### src/rtl/decoder_scan_ctrl.sv
// Round-robin channel scanner driving the 3-to-8 decoder select, with per-channel dwell and mask skip.
// Optional guard interval after each dwell is enabled by defining SCAN_BLANK_EN.
module decoder_scan_ctrl #(
    parameter int unsigned DWELL_CYCLES = 4,
    parameter int unsigned CNT_W        = 17,
    parameter int unsigned BLANK_CYCLES = 2
) (
    input  logic       clk,
    input  logic       rst_n,
    input  logic       start,
    input  logic       stop,
    input  logic [7:0] mask,
    output logic [2:0] sel,
    output logic       sel_valid,
    output logic       frame_done,
    output logic       busy
);

`ifdef SCAN_BLANK_EN
    typedef enum logic [1:0] {IDLE, SEEK, DWELL, BLANK} state_t;
    localparam logic [CNT_W-1:0] BLANK_LAST = CNT_W'(BLANK_CYCLES - 1);
`else
    typedef enum logic [1:0] {IDLE, SEEK, DWELL} state_t;
`endif

    localparam logic [CNT_W-1:0] DWELL_LAST = CNT_W'(DWELL_CYCLES - 1);

    // Both counts must be nonzero where used and fit the shared counter.
    if ((DWELL_CYCLES < 1) || (64'(DWELL_CYCLES) > (64'd1 << CNT_W))) begin : g_bad_dwell
        $error("decoder_scan_ctrl: DWELL_CYCLES out of range for CNT_W");
    end
    if (64'(BLANK_CYCLES) > (64'd1 << CNT_W)) begin : g_bad_blank
        $error("decoder_scan_ctrl: BLANK_CYCLES out of range for CNT_W");
    end

    state_t           state, state_nxt;
    logic [CNT_W-1:0] cnt, cnt_nxt;
    logic             first_seek, first_nxt;
    logic [2:0]       sel_nxt;
    logic             valid_nxt, fd_nxt, busy_nxt;

    logic [2:0]       origin, cand, found_idx;
    logic             found;

    // First enabled channel at or after origin, wrapping modulo 8.
    always_comb begin
        origin    = first_seek ? 3'd0 : sel + 3'd1;
        cand      = '0;
        found     = 1'b0;
        found_idx = '0;
        for (int unsigned i = 0; i < 8; i++) begin
            cand = origin + 3'(i);
            if (!found && mask[cand]) begin
                found     = 1'b1;
                found_idx = cand;
            end
        end
    end

    always_comb begin
        state_nxt = state;
        cnt_nxt   = cnt;
        first_nxt = first_seek;
        sel_nxt   = sel;
        valid_nxt = 1'b0;
        fd_nxt    = 1'b0;
        case (state)
            IDLE: begin
                if (start && !stop) begin
                    state_nxt = SEEK;
                    first_nxt = 1'b1;
                end
            end
            SEEK: begin
                if (stop || !found) begin
                    state_nxt = IDLE;
                end else begin
                    state_nxt = DWELL;
                    sel_nxt   = found_idx;
                    cnt_nxt   = '0;
                    valid_nxt = 1'b1;
                    fd_nxt    = !first_seek && (found_idx <= sel);
                    first_nxt = 1'b0;
                end
            end
            DWELL: begin
                if (stop) begin
                    state_nxt = IDLE;
                end else if (cnt == DWELL_LAST) begin
                    cnt_nxt = '0;
`ifdef SCAN_BLANK_EN
                    state_nxt = BLANK;
`else
                    state_nxt = SEEK;
`endif
                end else begin
                    cnt_nxt   = cnt + CNT_W'(1);
                    valid_nxt = 1'b1;
                end
            end
`ifdef SCAN_BLANK_EN
            BLANK: begin
                if (stop) begin
                    state_nxt = IDLE;
                end else if (cnt == BLANK_LAST) begin
                    cnt_nxt   = '0;
                    state_nxt = SEEK;
                end else begin
                    cnt_nxt = cnt + CNT_W'(1);
                end
            end
`endif
            default: state_nxt = IDLE;
        endcase
        busy_nxt = (state_nxt != IDLE);
    end

    always_ff @(posedge clk or negedge rst_n) begin
        if (!rst_n) begin
            state      <= IDLE;
            cnt        <= '0;
            first_seek <= 1'b0;
            sel        <= '0;
            sel_valid  <= 1'b0;
            frame_done <= 1'b0;
            busy       <= 1'b0;
        end else begin
            state      <= state_nxt;
            cnt        <= cnt_nxt;
            first_seek <= first_nxt;
            sel        <= sel_nxt;
            sel_valid  <= valid_nxt;
            frame_done <= fd_nxt;
            busy       <= busy_nxt;
        end
    end

endmodule

### config.mk
export PLATFORM = sky130hd
export DESIGN_NAME = decoder_scan_ctrl
export DESIGN_NICKNAME = d
export VERILOG_FILES = /design/src/rtl/decoder_scan_ctrl.sv
export SDC_FILE = /design/constraint.sdc
export NUM_CORES = 1
export LEC_CHECK = 0
export BUFFER_PORTS_ARGS = -buffer_cell sky130_fd_sc_hd__buf_2
export CORE_ASPECT_RATIO = 1.5
export CORE_MARGIN = 2
export CORE_UTILIZATION = 46
export DETAILED_ROUTE_END_ITERATION = 8
export PLACE_DENSITY = 0.71
export SYNTH_ARGS = -nofsm -noshare
export SYNTH_HDL_FRONTEND = slang
export SYNTH_SLANG_ARGS = --single-unit
### constraint.sdc
create_clock -name clk -period 4.9 [get_ports clk]
set_clock_uncertainty 0.2 [all_clocks]
set_input_delay 0.98 -clock clk [delete_from_list [all_inputs] [get_ports clk]]
set_output_delay 0.98 -clock clk [all_outputs]
set_load 0.1 [all_outputs]
==> metrics.md <==
| Metric | Value |
|---|---|
| Largest area contributor in the netlist | `dfrtp_1` |
| Vias per cell | `6.347` |
| Status | `finished clean` |
| P_leak | `1.162 nW` |
| CP Class | `reg2reg` |
| Pwr dens | `731.0 nW/um2` |
| RD Place Congestion | `1.005` |
| Buffer depth of the longest clock path | `2` |
| Avg Cell Area, Syn | `8.291 um2` |
| First-pass GRT wire length | `11,450 um` |
| Layout fillers | `542` |
| Htree depth | `1` |
| Slew headroom | `39.91%` |
| Global route total overflow | `0` |
| Met3 wire len | `200 um` |
| CTS Hold Buffers Added | `0` |
| Setup Total Neg Slack | `0 ns` |
| Post-synth ARST share | `100.0%` |
| Fin. Hold Viols | `0` |
| CTS Sinks | `26` |
| Starting DRT DRC Count | `147` |
| Design area | `2733 um2` |
| Area contributors post-synth | `dfrtp_1 25%, mux2i_1 7.1%, o21ai_0 5.5%, nand3_1 4.5%, ha_1 4.4%` |
| Met2 wire len | `3470 um` |
| Commonest non-fill, non-tap cell in the layout | `o21ai_0` |
| Post-synth EDFFs | `0` |
| Routed vias | `2,488` |
| Worst-skew pair later-pin latency | `0.27 ns` |
| Arrival time worst endpoint | `4.07 ns` |
| Synth warnings | `0` |
| Slew @ Worst Pin | `0.8981 ns` |
| Required time of the critical path | `4.89 ns` |
| Setup crit start kind | `flop` |
| Antenna violations before repair | `0` |
| Vias in the first global route | `2,465` |
| Post-route antenna net violation count | `0` |
| Final setup fails | `0` |
| HP Class | `reg2reg` |
| Post-synth top area share | `25.48%` |
| Root Buffer | `clkbuf_8` |
| CTS buffer count | `3` |
| Most frequent cells in the layout | `28 x o21ai_0, 26 x nand2_1, 26 x dfrtp_1` |
| Metal-1 WL | `2550 um` |
| Count of input and output buffers | `17` |
| Setup bufs post-CTS | `0` |
| Clk slew on worst S/H paths | `0.09 ns` |
| Top_reg_cell synth | `dfrtp_1` |
| ANT cells | `0` |
| Top sig layer | `met4` |
| Syn_nets | `329` |
| Drt wl/cell | `16.91 um` |
| CTS tree | `yes` |
| Seq/Total Area, Yosys | `25.48%` |
| Synthesized instance count | `308` |
| Mapped Area | `2554 um2` |
| # resized after CTS | `0` |
| Num ports | `18` |
| Max-cap check violation count | `0` |
| GRT Util Overall | `23.26%` |
| Core Region | `5409 um2` |
| Slew Limit Fails | `0` |
| Unrepaired setup endpoints after global routing | `false` |
| Fin crit share | `83.16%` |
| Routed wire length | `6630 um` |
| Final worst setup slack | `0.8252 ns` |
| Max Clk Rate | `245.4 MHz` |
| Die width | `64.84 um` |
| First-pass DRT Iterations | `4` |
| Layout net count | `344` |
| Crit end category | `flop` |
| Dpl cell area | `2678 um2` |
| Die area | `6176 um2` |
| Row count | `33` |
| Starting Density | `47.21%` |
| Overall die height | `95.26 um` |
| Largest net degree at the start of global routing | `27` |
| VDD IR max | `0.0003807 V` |
| Pre-CTS setup slack | `0.7631 ns` |
| Min Clock Period, post-route | `4.075 ns` |
| Share of cells above drive strength 1 | `19.88%` |
| Largest fanout on the critical path | `9` |
| Synth unique cells | `65` |
| Drt drc | `0` |
| Area Growth Syn to Fin | `7.006%` |
| Yosys reg bits | `26` |
| Power, Total | `0.001998 W` |
| Detailed Place HPWL | `5227 um` |
cell usage after synthesis (all sizes together), types with 2 or more instances:
| library cell | number |
|---|---|
| nand2b | 3 |
| buf | 6 |
| dfrtp | 26 |
| and2 | 5 |
| mux2i | 18 |
| nor4 | 11 |
| a31oi | 4 |
| a211oi | 2 |
| clkbuf | 6 |
| nand2 | 29 |
| inv | 11 |
| ha | 9 |
| mux4 | 2 |
| a21o | 4 |
| nor3 | 3 |
| o211a | 4 |
| xor2 | 2 |
| nor2 | 27 |
| mux2 | 7 |
| xnor2 | 2 |
| o21ai | 41 |
| or3b | 3 |
| or3 | 2 |
| and3 | 9 |
| or4 | 3 |
| o31ai | 6 |
| a21boi | 4 |
| o22ai | 4 |
| o211ai | 4 |
| nand3 | 24 |
| a21oi | 13 |
| nor2b | 2 |
state kept, by name, summed over array words and instances (netlist names):
signal	count
frame_done	1
busy	1
state	2
first_seek	1
cnt	17
sel	3
sel_valid	1
critical path, cell delays in order, from the launching register on:
cell and delay, ns:
dfrtp_1 0.46, ha_1 0.42, nor2b_1 0.33, mux2_4 0.25
mux2i_1 0.28, a21oi_2 0.16, or4_4 0.55, or3_1 0.36
a32oi_1 0.22, ha_1 0.28, a21o_1 0.16, a21oi_1 0.13
a31oi_1 0.05, nor3_1 0.14
worst paths after layout:
kind                                     startpoint                    to  slack [ns]  depth (start not counted)
worst min-delay path            cnt[11]$_DFFE_PN0P_   cnt[11]$_DFFE_PN0P_        0.33                          1
worst min register to register  cnt[11]$_DFFE_PN0P_   cnt[11]$_DFFE_PN0P_        0.33                          1
min in group asynchronous                     rst_n   cnt[12]$_DFFE_PN0P_        0.50                          1
max in group asynchronous                     rst_n    cnt[8]$_DFFE_PN0P_        3.60                          1
worst max register to register   sel[0]$_DFFE_PN0P_  frame_done$_DFF_PN0_        0.83                         13
worst max-delay path             sel[0]$_DFFE_PN0P_  frame_done$_DFF_PN0_        0.83                         13
per-layer routing:
layer	up-vias	GRT usage, %
li1	1193	-
met1	1193	25.21
met2	72	42.87
met3	30	2.361
met4	0	14.18
met5	-	0
stage by stage:
stage | instances | util (%) | hold slack, ns
2_1_floorplan | 308 | - | 0.2729
3_3_place_gp | 388 | 49.50 | 0.3022
3_5_place_dp | 388 | 49.50 | 0.3159
4_1_cts | 392 | 50.52 | 0.3323
5_1_grt | 392 | 50.52 | 0.3546
6_report | 392 | 50.52 | 0.3273
cells by family (layout without fill, tap and decap cells):
group | after synthesis | in the layout | synth area share (%)
adder cells (fa/ha/maj) | 9 | 9 | 4.410
flip-flops | 26 | 26 | 25.48
multiplexers | 27 | 27 | 12.35
XOR/XNOR | 4 | 4 | 2.401
AND/OR/NAND/NOR | 124 | 124 | 25.67
AO/OA/AOI/OAI | 95 | 95 | 24.69
buffers and inverters | 23 | 37 | 4.997
final cells by class:
class                      instances  area (um2)  share of cell area (%)
tap                               70       87.58                   3.205
multi-input combinational        259        1775                   64.97
sequential                        26       650.6                   23.81
clock buffer                       4       55.05                   2.015
inverter                          11       41.29                   1.511
timing repair buffer              22       122.6                   4.487
report_power, final:
group,total (W),internal (W),switching (W)
Clock,0.000140,0.0000719,0.0000680
Sequential,0.000312,0.000258,0.0000532
Combinational,0.00155,0.000557,0.000989
Note: power is estimated with default switching activity, not from simulation.
